## config.mk

```make
export PLATFORM = sky130hd
export DESIGN_NAME = instruction_fetch
export DESIGN_NICKNAME = d
export VERILOG_FILES = /design/src/rtl/instruction_fetch.sv
export SDC_FILE = /design/constraint.sdc
export NUM_CORES = 1
export LEC_CHECK = 0
export CORE_MARGIN = 2
export CORE_UTILIZATION = 39
export CTS_CLUSTER_SIZE = 25
export DETAILED_ROUTE_END_ITERATION = 16
export GPL_ROUTABILITY_DRIVEN = 0
export GPL_TIMING_DRIVEN = 0
export PLACE_DENSITY = 0.63
export SLEW_MARGIN = 20
export SYNTH_ARGS = -nofsm -noshare
export SYNTH_HDL_FRONTEND = slang
export SYNTH_SLANG_ARGS = --single-unit
```

## constraint.sdc

```tcl
create_clock -name clk -period 2.15 [get_ports clk]
set_clock_uncertainty 0.05 [all_clocks]
set_input_delay 0.43 -clock clk [delete_from_list [all_inputs] [get_ports clk]]
set_output_delay 0.43 -clock clk [all_outputs]
set_load 0.01 [all_outputs]
```

## src/rtl/instruction_fetch.sv

```systemverilog
// SimpleRISC instruction fetch stage: PC sequencing, instruction memory handshake,
// one-entry skid register for downstream stalls and branch redirect with drain.
module instruction_fetch #(
    parameter logic [31:0] RESET_PC = 32'h0000_0000,
    parameter logic [31:0] NOP      = 32'h6800_0000
) (
    input  logic        clk,
    input  logic        reset,
    input  logic        stall,
    input  logic        isBranchTaken,
    input  logic [31:0] branchPC,
    output logic        imem_req,
    output logic [31:0] imem_addr,
    input  logic        imem_ready,
    input  logic [31:0] imem_rdata,
    output logic [31:0] pc,
    output logic [31:0] instr,
    output logic        instr_valid
);

    localparam logic [1:0] S_FETCH = 2'd0;
    localparam logic [1:0] S_HOLD  = 2'd1;
    localparam logic [1:0] S_DRAIN = 2'd2;

    logic [1:0]  state_q,       state_d;
    logic [31:0] fetch_pc_q,    fetch_pc_d;
    logic [31:0] redirect_pc_q, redirect_pc_d;
    logic [31:0] skid_pc_q,     skid_pc_d;
    logic [31:0] skid_instr_q,  skid_instr_d;
    logic [31:0] pc_q,          pc_d;
    logic [31:0] instr_q,       instr_d;
    logic        valid_q,       valid_d;
    logic        req_q,         req_d;

    logic        out_free_s;
    logic [31:0] branch_tgt_s;

    // Next-state logic for the fetch FSM, output register and skid register
    always_comb begin
        state_d       = state_q;
        fetch_pc_d    = fetch_pc_q;
        redirect_pc_d = redirect_pc_q;
        skid_pc_d     = skid_pc_q;
        skid_instr_d  = skid_instr_q;
        pc_d          = pc_q;
        instr_d       = instr_q;
        valid_d       = valid_q;
        out_free_s    = !valid_q || !stall;
        branch_tgt_s  = branchPC & 32'hFFFF_FFFC;

        case (state_q)
            S_FETCH: begin
                if (isBranchTaken) begin
                    valid_d = 1'b0;
                    instr_d = NOP;
                    // Only a request actually outstanding needs draining
                    if (req_q && !imem_ready) begin
                        redirect_pc_d = branch_tgt_s;
                        state_d       = S_DRAIN;
                    end else begin
                        fetch_pc_d = branch_tgt_s;
                        state_d    = S_FETCH;
                    end
                end else if (imem_ready) begin
                    fetch_pc_d = fetch_pc_q + 32'd4;
                    if (out_free_s) begin
                        pc_d    = fetch_pc_q;
                        instr_d = imem_rdata;
                        valid_d = 1'b1;
                    end else begin
                        skid_pc_d    = fetch_pc_q;
                        skid_instr_d = imem_rdata;
                        state_d      = S_HOLD;
                    end
                end else if (!stall) begin
                    valid_d = 1'b0;
                    instr_d = NOP;
                end else begin
                    valid_d = valid_q;
                end
            end
            S_HOLD: begin
                if (isBranchTaken) begin
                    valid_d    = 1'b0;
                    instr_d    = NOP;
                    fetch_pc_d = branch_tgt_s;
                    state_d    = S_FETCH;
                end else if (!stall) begin
                    pc_d    = skid_pc_q;
                    instr_d = skid_instr_q;
                    valid_d = 1'b1;
                    state_d = S_FETCH;
                end else begin
                    state_d = S_HOLD;
                end
            end
            S_DRAIN: begin
                valid_d = 1'b0;
                instr_d = NOP;
                if (isBranchTaken) begin
                    redirect_pc_d = branch_tgt_s;
                    state_d       = S_DRAIN;
                end else if (imem_ready) begin
                    fetch_pc_d = redirect_pc_q;
                    state_d    = S_FETCH;
                end else begin
                    state_d = S_DRAIN;
                end
            end
            default: begin
                valid_d = 1'b0;
                instr_d = NOP;
                state_d = S_FETCH;
            end
        endcase

        // Request is registered from the next state so it never depends on inputs combinationally
        req_d = (state_d != S_HOLD);
    end

    // State registers with synchronous reset
    always_ff @(posedge clk) begin
        if (reset) begin
            state_q       <= S_FETCH;
            fetch_pc_q    <= RESET_PC;
            redirect_pc_q <= RESET_PC;
            skid_pc_q     <= 32'h0000_0000;
            skid_instr_q  <= NOP;
            pc_q          <= 32'h0000_0000;
            instr_q       <= NOP;
            valid_q       <= 1'b0;
            req_q         <= 1'b0;
        end else begin
            state_q       <= state_d;
            fetch_pc_q    <= fetch_pc_d;
            redirect_pc_q <= redirect_pc_d;
            skid_pc_q     <= skid_pc_d;
            skid_instr_q  <= skid_instr_d;
            pc_q          <= pc_d;
            instr_q       <= instr_d;
            valid_q       <= valid_d;
            req_q         <= req_d;
        end
    end

    // fetch_pc is only updated when a response completes, so it doubles as the held address
    assign imem_req    = req_q;
    assign imem_addr   = fetch_pc_q;
    assign pc          = pc_q;
    assign instr       = instr_q;
    assign instr_valid = valid_q;

endmodule
```

==> results of run 1 <==
## through the flow
stage / setup TNS, ns / power, mW / cells / setup WS [ns]
after floorplan: 0 / 4.694 / 1013 / 0.007131
after global placement: -111.73 / 5.457 / 1453 / -0.7875
after detailed placement: -114.00 / 5.465 / 1453 / -0.7800
after CTS: 0 / 8.630 / 1486 / 0.002156
after global routing: -0.09101 / 9.026 / 1498 / -0.03974
final: 0 / 8.711 / 1498 / 0.03428
## cells in the mapped netlist, drive strengths merged, types with 3 or more instances
master | number | area, um^2
dfxtp | 188 | 3764
nand2 | 154 | 580.6
nor2 | 108 | 410.4
a21oi | 94 | 470.5
clkbuf | 69 | 260.2
mux2i | 65 | 650.6
a211oi | 43 | 322.8
a22oi | 41 | 307.8
a22o | 40 | 350.3
buf | 31 | 162.7
o21ai | 21 | 105.1
nand3 | 17 | 85.08
inv | 12 | 45.04
nor3 | 10 | 55.05
nand4 | 9 | 62.56
o31ai | 8 | 60.06
a31oi | 7 | 43.79
nor2b | 7 | 43.79
nand2b | 6 | 37.54
a21o | 5 | 38.79
ha | 5 | 62.56
o221ai | 5 | 43.79
a221o | 4 | 40.04
a32o | 4 | 40.04
and2 | 4 | 25.02
and3 | 4 | 26.28
and4 | 4 | 35.03
a221oi | 3 | 26.28
a31o | 3 | 26.28
o311a | 3 | 30.03
or2 | 3 | 18.77
or4 | 3 | 22.52
## timing repair
action | CTS | global route
cloned | 0 | 1
gates resized for setup | 83 | 77
setup endpoints to repair | 186 | 151
buffers inserted | 8 | 12
pin swaps | 3 | 5
## final cells by class
class	count	area, um^2	share of cell area [%]
multi-input combinational	713	4433	38.44
sequential	188	3822	33.15
timing repair buffer	181	1775	15.40
buffer	92	536.8	4.654
clock buffer	22	454.2	3.938
tap	280	350.3	3.038
clock inverter	10	115.1	0.9982
inverter	12	45.04	0.3906
## critical path, stage by stage, from the launching register on
cell      delay (ns)
dfxtp_4         0.37
inv_2           0.06
ha_4            0.34
mux2_4          0.39
clkbuf_4        0.24
a22oi_1         0.27
o31ai_1         0.13
nand2_1         0.08
a21oi_1         0.05
## layer usage
layer | wire, um | vias up | share of wire, %
met1 | 12700 | 3885 | 46
met3 | 1758 | 41 | 6.4
li1 | - | 4004 | -
met4 | 612 | 0 | 2.2
met2 | 12430 | 312 | 45
met5 | 0 | - | 0
## cells by family (layout without fill, tap and decap cells)
group	count (synthesis)	count (layout)
multiplexers	67	67
adder cells (fa/ha/maj)	5	5
other	1	4
flip-flops	188	188
XOR/XNOR	2	2
AO/OA/AOI/OAI	296	296
buffers and inverters	112	317
AND/OR/NAND/NOR	339	339
## sequential cells by signal, indices dropped and copies added (netlist names)
register and flops:
imem_addr 30, imem_req 1, instr 32, instr_valid 1, pc 30, redirect_pc_q 30, skid_instr_q 32, skid_pc_q 30
state_q 2
## power by group through the flow
stage	clock network, mW	logic [mW]	registers, mW
after floorplan	0	0.763	3.93
after global placement	0	1.53	3.93
after detailed placement	0	1.53	3.93
after CTS	3.17	1.60	3.87
after global routing	3.29	1.85	3.88
final	3.12	1.72	3.86
## how the worst max path moves through the flow
stage                         end          start  slack, ns  depth (start not counted)
finish               imem_addr[9]     state_q[0]       0.03                          8
CTS                 imem_addr[26]  imem_addr[16]      0.002                          6
global placement        instr[30]  isBranchTaken      -0.79                          7
global route        imem_addr[26]  imem_addr[18]      -0.04                          6
floorplan           imem_addr[26]  imem_addr[21]      0.007                          6
detailed placement      instr[30]  isBranchTaken      -0.78                          7
==> flow_summary.html, run 1 <==
<table>
<tr><th>Metric</th><th>Value</th></tr>
<tr><th colspan="2">Run status</th></tr>
<tr><td>Run status</td><td>finished clean</td></tr>
<tr><th colspan="2">Placed design</th></tr>
<tr><td>Dpl hpwl</td><td>19.89 mm</td></tr>
<tr><td>Cell area after placement</td><td>10490 um^2</td></tr>
<tr><td># port buffers</td><td>160</td></tr>
<tr><th colspan="2">Critical path</th></tr>
<tr><td>Kind of end point of the critical path</td><td>flip-flop</td></tr>
<tr><td>Type of the worst setup path</td><td>flip-flop to flip-flop</td></tr>
<tr><td>Worst-path fanout max</td><td>10</td></tr>
<tr><td>Data required time of the worst path</td><td>2.39 ns</td></tr>
<tr><td>Data arrival time at the worst-slack endpoint</td><td>2.36 ns</td></tr>
<tr><td>Startpoint type of the worst setup path</td><td>flip-flop</td></tr>
<tr><td>Launch instance of the worst register-to-register path</td><td>state_q[0]</td></tr>
<tr><td>Number of cells on the worst reg-to-reg path</td><td>8</td></tr>
<tr><td>R2R setup slack</td><td>0.03 ns</td></tr>
<tr><td>Reg2Reg Capture Point</td><td>imem_addr[9]</td></tr>
<tr><th colspan="2">Layout</th></tr>
<tr><td>Nets</td><td>1279</td></tr>
<tr><td>Final std cell area, no fill</td><td>11530 um^2</td></tr>
<tr><td>Final core utilization</td><td>53.34%</td></tr>
<tr><td>Fraction of layout instances using a drive strength above 1</td><td>14.04%</td></tr>
<tr><td>Synth-to-layout area growth</td><td>35.56%</td></tr>
<tr><td>Top library cells by usage in the layout, fill and taps aside</td><td>dfxtp_1, clkdlybuf4s50_1, nand2_1, nor2_1, a21oi_1</td></tr>
<tr><td>Final-layout fill cell count</td><td>2069</td></tr>
<tr><td>Antenna diode count</td><td>0</td></tr>
<tr><td>Commonest non-fill, non-tap cell in the layout</td><td>dfxtp_1</td></tr>
<tr><th colspan="2">Floorplanning</th></tr>
<tr><td>DIE WIDTH</td><td>151.7 um</td></tr>
<tr><td>I/O Pins</td><td>167</td></tr>
<tr><td>Die height</td><td>151.7 um</td></tr>
<tr><td>Cell row count</td><td>54</td></tr>
<tr><td>Starting Density</td><td>39.35%</td></tr>
<tr><td>Total die area</td><td>23010 um^2</td></tr>
<tr><td>Floorplan core area</td><td>21620 um^2</td></tr>
<tr><th colspan="2">Min path</th></tr>
<tr><td>Hold crit path type</td><td>flip-flop to flip-flop</td></tr>
<tr><td>Worst Hold Endpoint</td><td>skid_pc_q[9]</td></tr>
<tr><td>HP Start</td><td>skid_pc_q[9]</td></tr>
<tr><td>Hold Path Stages</td><td>2</td></tr>
<tr><th colspan="2">Clock tree</th></tr>
<tr><td>Clock tree from TritonCTS</td><td>yes</td></tr>
<tr><td>Worst-skew pair later-pin latency</td><td>0.43 ns</td></tr>
<tr><td>Root buffer cell</td><td>clkbuf_16</td></tr>
<tr><td>Number of H-tree levels</td><td>4</td></tr>
<tr><td>Number of sinks handled by clock tree synthesis</td><td>188</td></tr>
<tr><td>TritonCTS buffer count</td><td>17</td></tr>
<tr><td>Number of hold buffers added after cts</td><td>0</td></tr>
<tr><td>Clock buffer depth</td><td>2</td></tr>
<tr><td>Clock slew at the register clock pins of the worst setup and hold paths</td><td>0.07 ns</td></tr>
<tr><th colspan="2">Synthesis</th></tr>
<tr><td>Mean cell area of the mapped netlist</td><td>8.423 um^2</td></tr>
<tr><td>Unique cell type count in the Yosys netlist</td><td>62</td></tr>
<tr><td>Portion of the post-synthesis area used by sequential elements</td><td>44.24%</td></tr>
<tr><td>Xor and xnor area share after synthesis</td><td>0.2059%</td></tr>
<tr><td>Fraction of the mapped netlist area in compound gates</td><td>23.97%</td></tr>
<tr><td>Number of enable flip-flop cells after synthesis</td><td>0</td></tr>
<tr><td>Async set or reset register ratio after synthesis</td><td>0%</td></tr>
<tr><td>Synthesized flop and latch total</td><td>188</td></tr>
<tr><td>Largest family of logic cells by synthesized area</td><td>compound AO/OA/AOI/OAI gates</td></tr>
<tr><td>Yosys synthesis warning count</td><td>0</td></tr>
<tr><td>Multiplexer share of the synthesized area</td><td>7.913%</td></tr>
<tr><td>Post-Synth Adder-Cell Area</td><td>0.7354%</td></tr>
<tr><td>Post-synthesis simple-gate area fraction</td><td>17.38%</td></tr>
<tr><td>Main flop type after synthesis</td><td>dfxtp_1</td></tr>
<tr><td>Combined area of all synthesized cells</td><td>8507 um^2</td></tr>
<tr><td>Post-Syn Instances</td><td>1010</td></tr>
<tr><th colspan="2">Drt</th></tr>
<tr><td>Number of violations reported at the end of detailed-routing iteration 0</td><td>691</td></tr>
<tr><td>Remaining number of nets flagged by the antenna check after routing</td><td>0</td></tr>
<tr><td>Ratio of routed vias to standard cells</td><td>5.502</td></tr>
<tr><td>Routed WL per cell</td><td>18.35 um</td></tr>
<tr><td>DRC viols</td><td>0</td></tr>
<tr><td>Overall via count from detail_route</td><td>8242</td></tr>
<tr><td>Total routed wirelength</td><td>27.49 mm</td></tr>
<tr><td>Pre-Repair DR Iteration Count</td><td>5</td></tr>
<tr><th colspan="2">Power</th></tr>
<tr><td>Switching part of the total power</td><td>28.36%</td></tr>
<tr><td>Leakage power figure</td><td>4.236 nW</td></tr>
<tr><td>Share of total power in sequential cells</td><td>44.4%</td></tr>
<tr><td>Worst VDD drop</td><td>0.5097 mV</td></tr>
<tr><td>Clock network fraction of total power</td><td>35.9%</td></tr>
<tr><td>Internal power</td><td>6.240 mW</td></tr>
<tr><td>Power dissipated by switching net loads</td><td>2.471 mW</td></tr>
<tr><td>Pwr/cell area</td><td>755.4 nW/um^2</td></tr>
<tr><td>Combinational cell fraction of total power</td><td>19.8%</td></tr>
<tr><th colspan="2">Run</th></tr>
<tr><td>Number of max-cap violations</td><td>0</td></tr>
<tr><th colspan="2">Timing</th></tr>
<tr><td>Worst Hold Slack</td><td>0.4049 ns</td></tr>
<tr><td>Unrepaired setup endpoints after global routing</td><td>yes</td></tr>
<tr><td>Slew @ Worst Pin</td><td>0.8069 ns</td></tr>
<tr><td>Tmin final</td><td>2.116 ns</td></tr>
<tr><td>Achievable Freq</td><td>472.7 MHz</td></tr>
<tr><td>Final hold vios</td><td>0</td></tr>
<tr><td>Final worst path period share</td><td>98.41%</td></tr>
<tr><td>Final max-slew violation count</td><td>0</td></tr>
<tr><td>Worst slew margin relative to its limit</td><td>46.21%</td></tr>
<tr><td>Final-report setup violation count</td><td>0</td></tr>
<tr><th colspan="2">GRT</th></tr>
<tr><td>Pin count of the biggest net entering global routing</td><td>17</td></tr>
<tr><td>Antenna violations before repair</td><td>0</td></tr>
<tr><td>Number of global-route vias before repair</td><td>7667</td></tr>
<tr><td>Total global routing track utilization</td><td>23.61%</td></tr>
<tr><td>Overall overflow remaining after global route</td><td>0</td></tr>
<tr><td>GRT busiest layer</td><td>met2</td></tr>
<tr><td>Met1 track demand over resource in global routing</td><td>33.46%</td></tr>
<tr><td>Grt met3 use</td><td>4.341%</td></tr>
<tr><td>Wire length of the first global-routing pass</td><td>42.30 mm</td></tr>
<tr><td>Met2 track demand over resource</td><td>36.10%</td></tr>
</table>
(Power assumes the default switching activity.)
==> inputs of run 2 (changes only) <==
PLACE_DENSITY = 0.61   (was 0.63)
SLEW_MARGIN = default   (was 20)
clock period = 2.7 ns   (was 2.15 ns; I/O delays follow)
==> run 2 against run 1 <==
Sequential power is 20% lower. Design area shrank 3.2%. Combinational power down 28%. Critical endpoint is now imem_addr[21]. Core utilization fell by 1.7 points. Register-to-register slack gained 0.04 ns. Maximum frequency shrank 19%. Critical path depth down 1. Die area unchanged. Clock power fell by 9.0%. Cell count decreased by 1.1%.
==> flow_summary.html, run 2 (synthesized netlist as in run 1, its figures left out) <==
<table>
<tr><th>Metric</th><th>Value</th></tr>
<tr><th colspan="2">Floorplanning</th></tr>
<tr><td>Starting Density</td><td>39.35% (unchanged)</td></tr>
<tr><td>I/O Pins</td><td>167 (unchanged)</td></tr>
<tr><td>Cell row count</td><td>54 (unchanged)</td></tr>
<tr><td>Total die area</td><td>23010 um^2 (unchanged)</td></tr>
<tr><td>Floorplan core area</td><td>21620 um^2 (unchanged)</td></tr>
<tr><td>Die height</td><td>151.7 um (unchanged)</td></tr>
<tr><td>DIE WIDTH</td><td>151.7 um (unchanged)</td></tr>
<tr><th colspan="2">Critical path</th></tr>
<tr><td>Reg2Reg Capture Point</td><td>imem_addr[21]</td></tr>
<tr><td>WP buf/inv</td><td>2 (unchanged)</td></tr>
<tr><td>Data required time of the worst path</td><td>2.98 ns (+0.59 ns)</td></tr>
<tr><td>Worst-path fanout max</td><td>10 (unchanged)</td></tr>
<tr><td>Slowest cell delay on critical path</td><td>0.51 ns (+0.12 ns)</td></tr>
<tr><td>Startpoint type of the worst setup path</td><td>flip-flop</td></tr>
<tr><td>Number of cells on the worst reg-to-reg path</td><td>7 (-1)</td></tr>
<tr><td>Cell family contributing the most delay on the critical path</td><td>compound AO/OA/AOI/OAI gates</td></tr>
<tr><td>Number of stages on the worst setup path</td><td>7 (-1)</td></tr>
<tr><td>Worst path cell trace</td><td>inv_1, ha_1, mux2_2, clkbuf_2, a22oi_1, o31ai_1, a32o_1</td></tr>
<tr><td>Worst-path cell with the longest stage delay</td><td>ha_1</td></tr>
<tr><td>Launch instance of the worst register-to-register path</td><td>state_q[0]</td></tr>
<tr><td>Kind of end point of the critical path</td><td>flip-flop</td></tr>
<tr><td>R2R setup slack</td><td>0.08 ns (+0.04 ns)</td></tr>
<tr><td>Data arrival time at the worst-slack endpoint</td><td>2.90 ns (+0.54 ns)</td></tr>
<tr><td>Launch point of the critical path</td><td>state_q[0]</td></tr>
<tr><td>Type of the worst setup path</td><td>flip-flop to flip-flop</td></tr>
<tr><th colspan="2">Run status</th></tr>
<tr><td>Run status</td><td>finished clean</td></tr>
<tr><th colspan="2">Timing</th></tr>
<tr><td>Achievable Freq</td><td>381.1 MHz (-19%)</td></tr>
<tr><td>Worst Hold Slack</td><td>0.4041 ns (-0.0008250 ns)</td></tr>
<tr><td>Final hold vios</td><td>0 (unchanged)</td></tr>
<tr><td>Worst slew margin relative to its limit</td><td>48.19% (+2.0 points)</td></tr>
<tr><td>Unrepaired setup endpoints after global routing</td><td>no</td></tr>
<tr><td>Final max-slew violation count</td><td>0 (unchanged)</td></tr>
<tr><td>Final worst path period share</td><td>97.19% (-1.2 points)</td></tr>
<tr><td>Slew @ Worst Pin</td><td>0.7772 ns (-0.02966 ns)</td></tr>
<tr><td>Final-report setup violation count</td><td>0 (unchanged)</td></tr>
<tr><td>Tmin final</td><td>2.624 ns (+0.5084 ns)</td></tr>
<tr><th colspan="2">Layout</th></tr>
<tr><td>Synth-to-layout area growth</td><td>31.17%</td></tr>
<tr><td>Final core utilization</td><td>51.61% (-1.7 points)</td></tr>
<tr><td>Top library cells by usage in the layout, fill and taps aside</td><td>dfxtp_1, clkdlybuf4s50_1, nand2_1, nor2_1, a21oi_1</td></tr>
<tr><td>Commonest non-fill, non-tap cell in the layout</td><td>dfxtp_1</td></tr>
<tr><td>Fraction of layout instances using a drive strength above 1</td><td>7.238% (-6.8 points)</td></tr>
<tr><td>Antenna diode count</td><td>0 (unchanged)</td></tr>
<tr><td>Nets</td><td>1263 (-1.3%)</td></tr>
<tr><th colspan="2">GRT</th></tr>
<tr><td>Pin count of the biggest net entering global routing</td><td>17 (unchanged)</td></tr>
<tr><td>Overall overflow remaining after global route</td><td>0 (unchanged)</td></tr>
<tr><td>Wire length of the first global-routing pass</td><td>41.50 mm (-1.9%)</td></tr>
<tr><td>Total global routing track utilization</td><td>23.53% (-0.080 points)</td></tr>
<tr><td>Number of global-route vias before repair</td><td>7485 (-2.4%)</td></tr>
<tr><td>Antenna violations before repair</td><td>0 (unchanged)</td></tr>
<tr><th colspan="2">Min path</th></tr>
<tr><td>Hold Path Stages</td><td>2 (unchanged)</td></tr>
<tr><td>Hold crit path type</td><td>flip-flop to flip-flop</td></tr>
<tr><td>HP Start</td><td>skid_instr_q[23]</td></tr>
<tr><td>Worst Hold Endpoint</td><td>skid_instr_q[23]</td></tr>
<tr><th colspan="2">Clock tree</th></tr>
<tr><td>Worst-skew pair later-pin latency</td><td>0.44 ns (about the same)</td></tr>
<tr><td>Number of H-tree levels</td><td>4 (unchanged)</td></tr>
<tr><td>Number of sinks handled by clock tree synthesis</td><td>188 (unchanged)</td></tr>
<tr><td>TritonCTS buffer count</td><td>17 (unchanged)</td></tr>
<tr><td>Clock slew at the register clock pins of the worst setup and hold paths</td><td>0.07 ns (about the same)</td></tr>
<tr><td>Clock buffer depth</td><td>2 (unchanged)</td></tr>
<tr><td>Root buffer cell</td><td>clkbuf_16</td></tr>
<tr><td>Clock tree from TritonCTS</td><td>yes</td></tr>
<tr><td>Number of hold buffers added after cts</td><td>0 (unchanged)</td></tr>
<tr><th colspan="2">Run</th></tr>
<tr><td>Number of max-cap violations</td><td>0 (unchanged)</td></tr>
<tr><th colspan="2">Placed design</th></tr>
<tr><td># port buffers</td><td>160 (unchanged)</td></tr>
<tr><td>Dpl hpwl</td><td>19.90 mm (about the same)</td></tr>
<tr><th colspan="2">Drt</th></tr>
<tr><td>Number of violations reported at the end of detailed-routing iteration 0</td><td>697 (+0.87%)</td></tr>
<tr><td>Overall via count from detail_route</td><td>8105 (-1.7%)</td></tr>
<tr><td>DRC viols</td><td>0 (unchanged)</td></tr>
<tr><td>Remaining number of nets flagged by the antenna check after routing</td><td>0 (unchanged)</td></tr>
<tr><td>Ratio of routed vias to standard cells</td><td>5.469 (-0.60%)</td></tr>
<tr><td>Routed WL per cell</td><td>18.36 um (about the same)</td></tr>
<tr><td>Total routed wirelength</td><td>27.21 mm (-1.0%)</td></tr>
<tr><td>Pre-Repair DR Iteration Count</td><td>8 (+3)</td></tr>
<tr><th colspan="2">Power</th></tr>
<tr><td>Worst VDD drop</td><td>0.3709 mV (-27%)</td></tr>
<tr><td>Pwr/cell area</td><td>639.8 nW/um^2 (-15%)</td></tr>
<tr><td>Leakage power figure</td><td>4.036 nW (-4.7%)</td></tr>
</table>
[run 2: cell count changes in the layout (fill, tap and decap cells not counted), sizes merged, moves of 3 or more]
cell and change:
clkbuf +9, clkinvlp -3, inv +3, bufinv +3, buf -28
[run 2: timing repair]
item,CTS,global route
setup endpoints to repair,10,139
resized for setup,1,21
pin swaps,0,0
endpoints found under the hold margin,0,0
buffers inserted,0,0
[run 2: layout make-up]
| class | instances | area, um^2 |
|---|---|---|
| timing repair buffer | 160 | 1602 |
| fill | 2087 | 10460 |
| clock buffer | 19 | 452.9 |
| tap | 280 | 350.3 |
| sequential | 188 | 3764 |
| inverter | 12 | 45.04 |
| clock inverter | 13 | 210.2 |
| buffer | 97 | 425.4 |
| multi-input combinational | 713 | 4309 |
[run 2: layer usage]
metal	vias up	GRT usage [%]	wire length (um)
li1	3973	-	-
met1	3820	33.92	12730
met2	266	34.98	11990
met3	46	4.701	1878
met4	0	8.102	603
met5	-	0	0
[run 2: worst max-delay path by stage]
stage / slack [ns] / to
floorplan: 0.48 / imem_addr[26]
global placement: -0.34 / instr[19]
detailed placement: -0.39 / instr[30]
CTS: 0.05 / imem_addr[22]
global route: 0.008 / pc[15]
finish: 0.08 / imem_addr[21]
[run 2: tightest hold or removal path, cell delays in order, from the launching register on]
cell and delay (ns):
dfxtp_1 0.31, nand2_1 0.05, a21oi_1 0.05
[run 2: through the flow]
stage	total power [mW]	setup TNS, ns	setup WS, ns	instance area, um^2	instances
6_report	7.139	0	0.07591	11160	1482
2_1_floorplan	3.731	0	0.4763	8518	1013
4_1_cts	7.163	0	0.04645	11130	1484
5_1_grt	7.408	0	0.008170	11160	1482
3_3_place_gp	4.337	-27.95	-0.3426	10470	1453
3_5_place_dp	4.344	-31.13	-0.3879	10470	1453
[run 2: where the power goes]
group	internal (mW)	total, mW	switching (mW)
Clock	1.71	2.84	1.13
Sequential	2.91	3.07	0.158
Combinational	0.561	1.23	0.670
Total	5.18	7.14	1.96
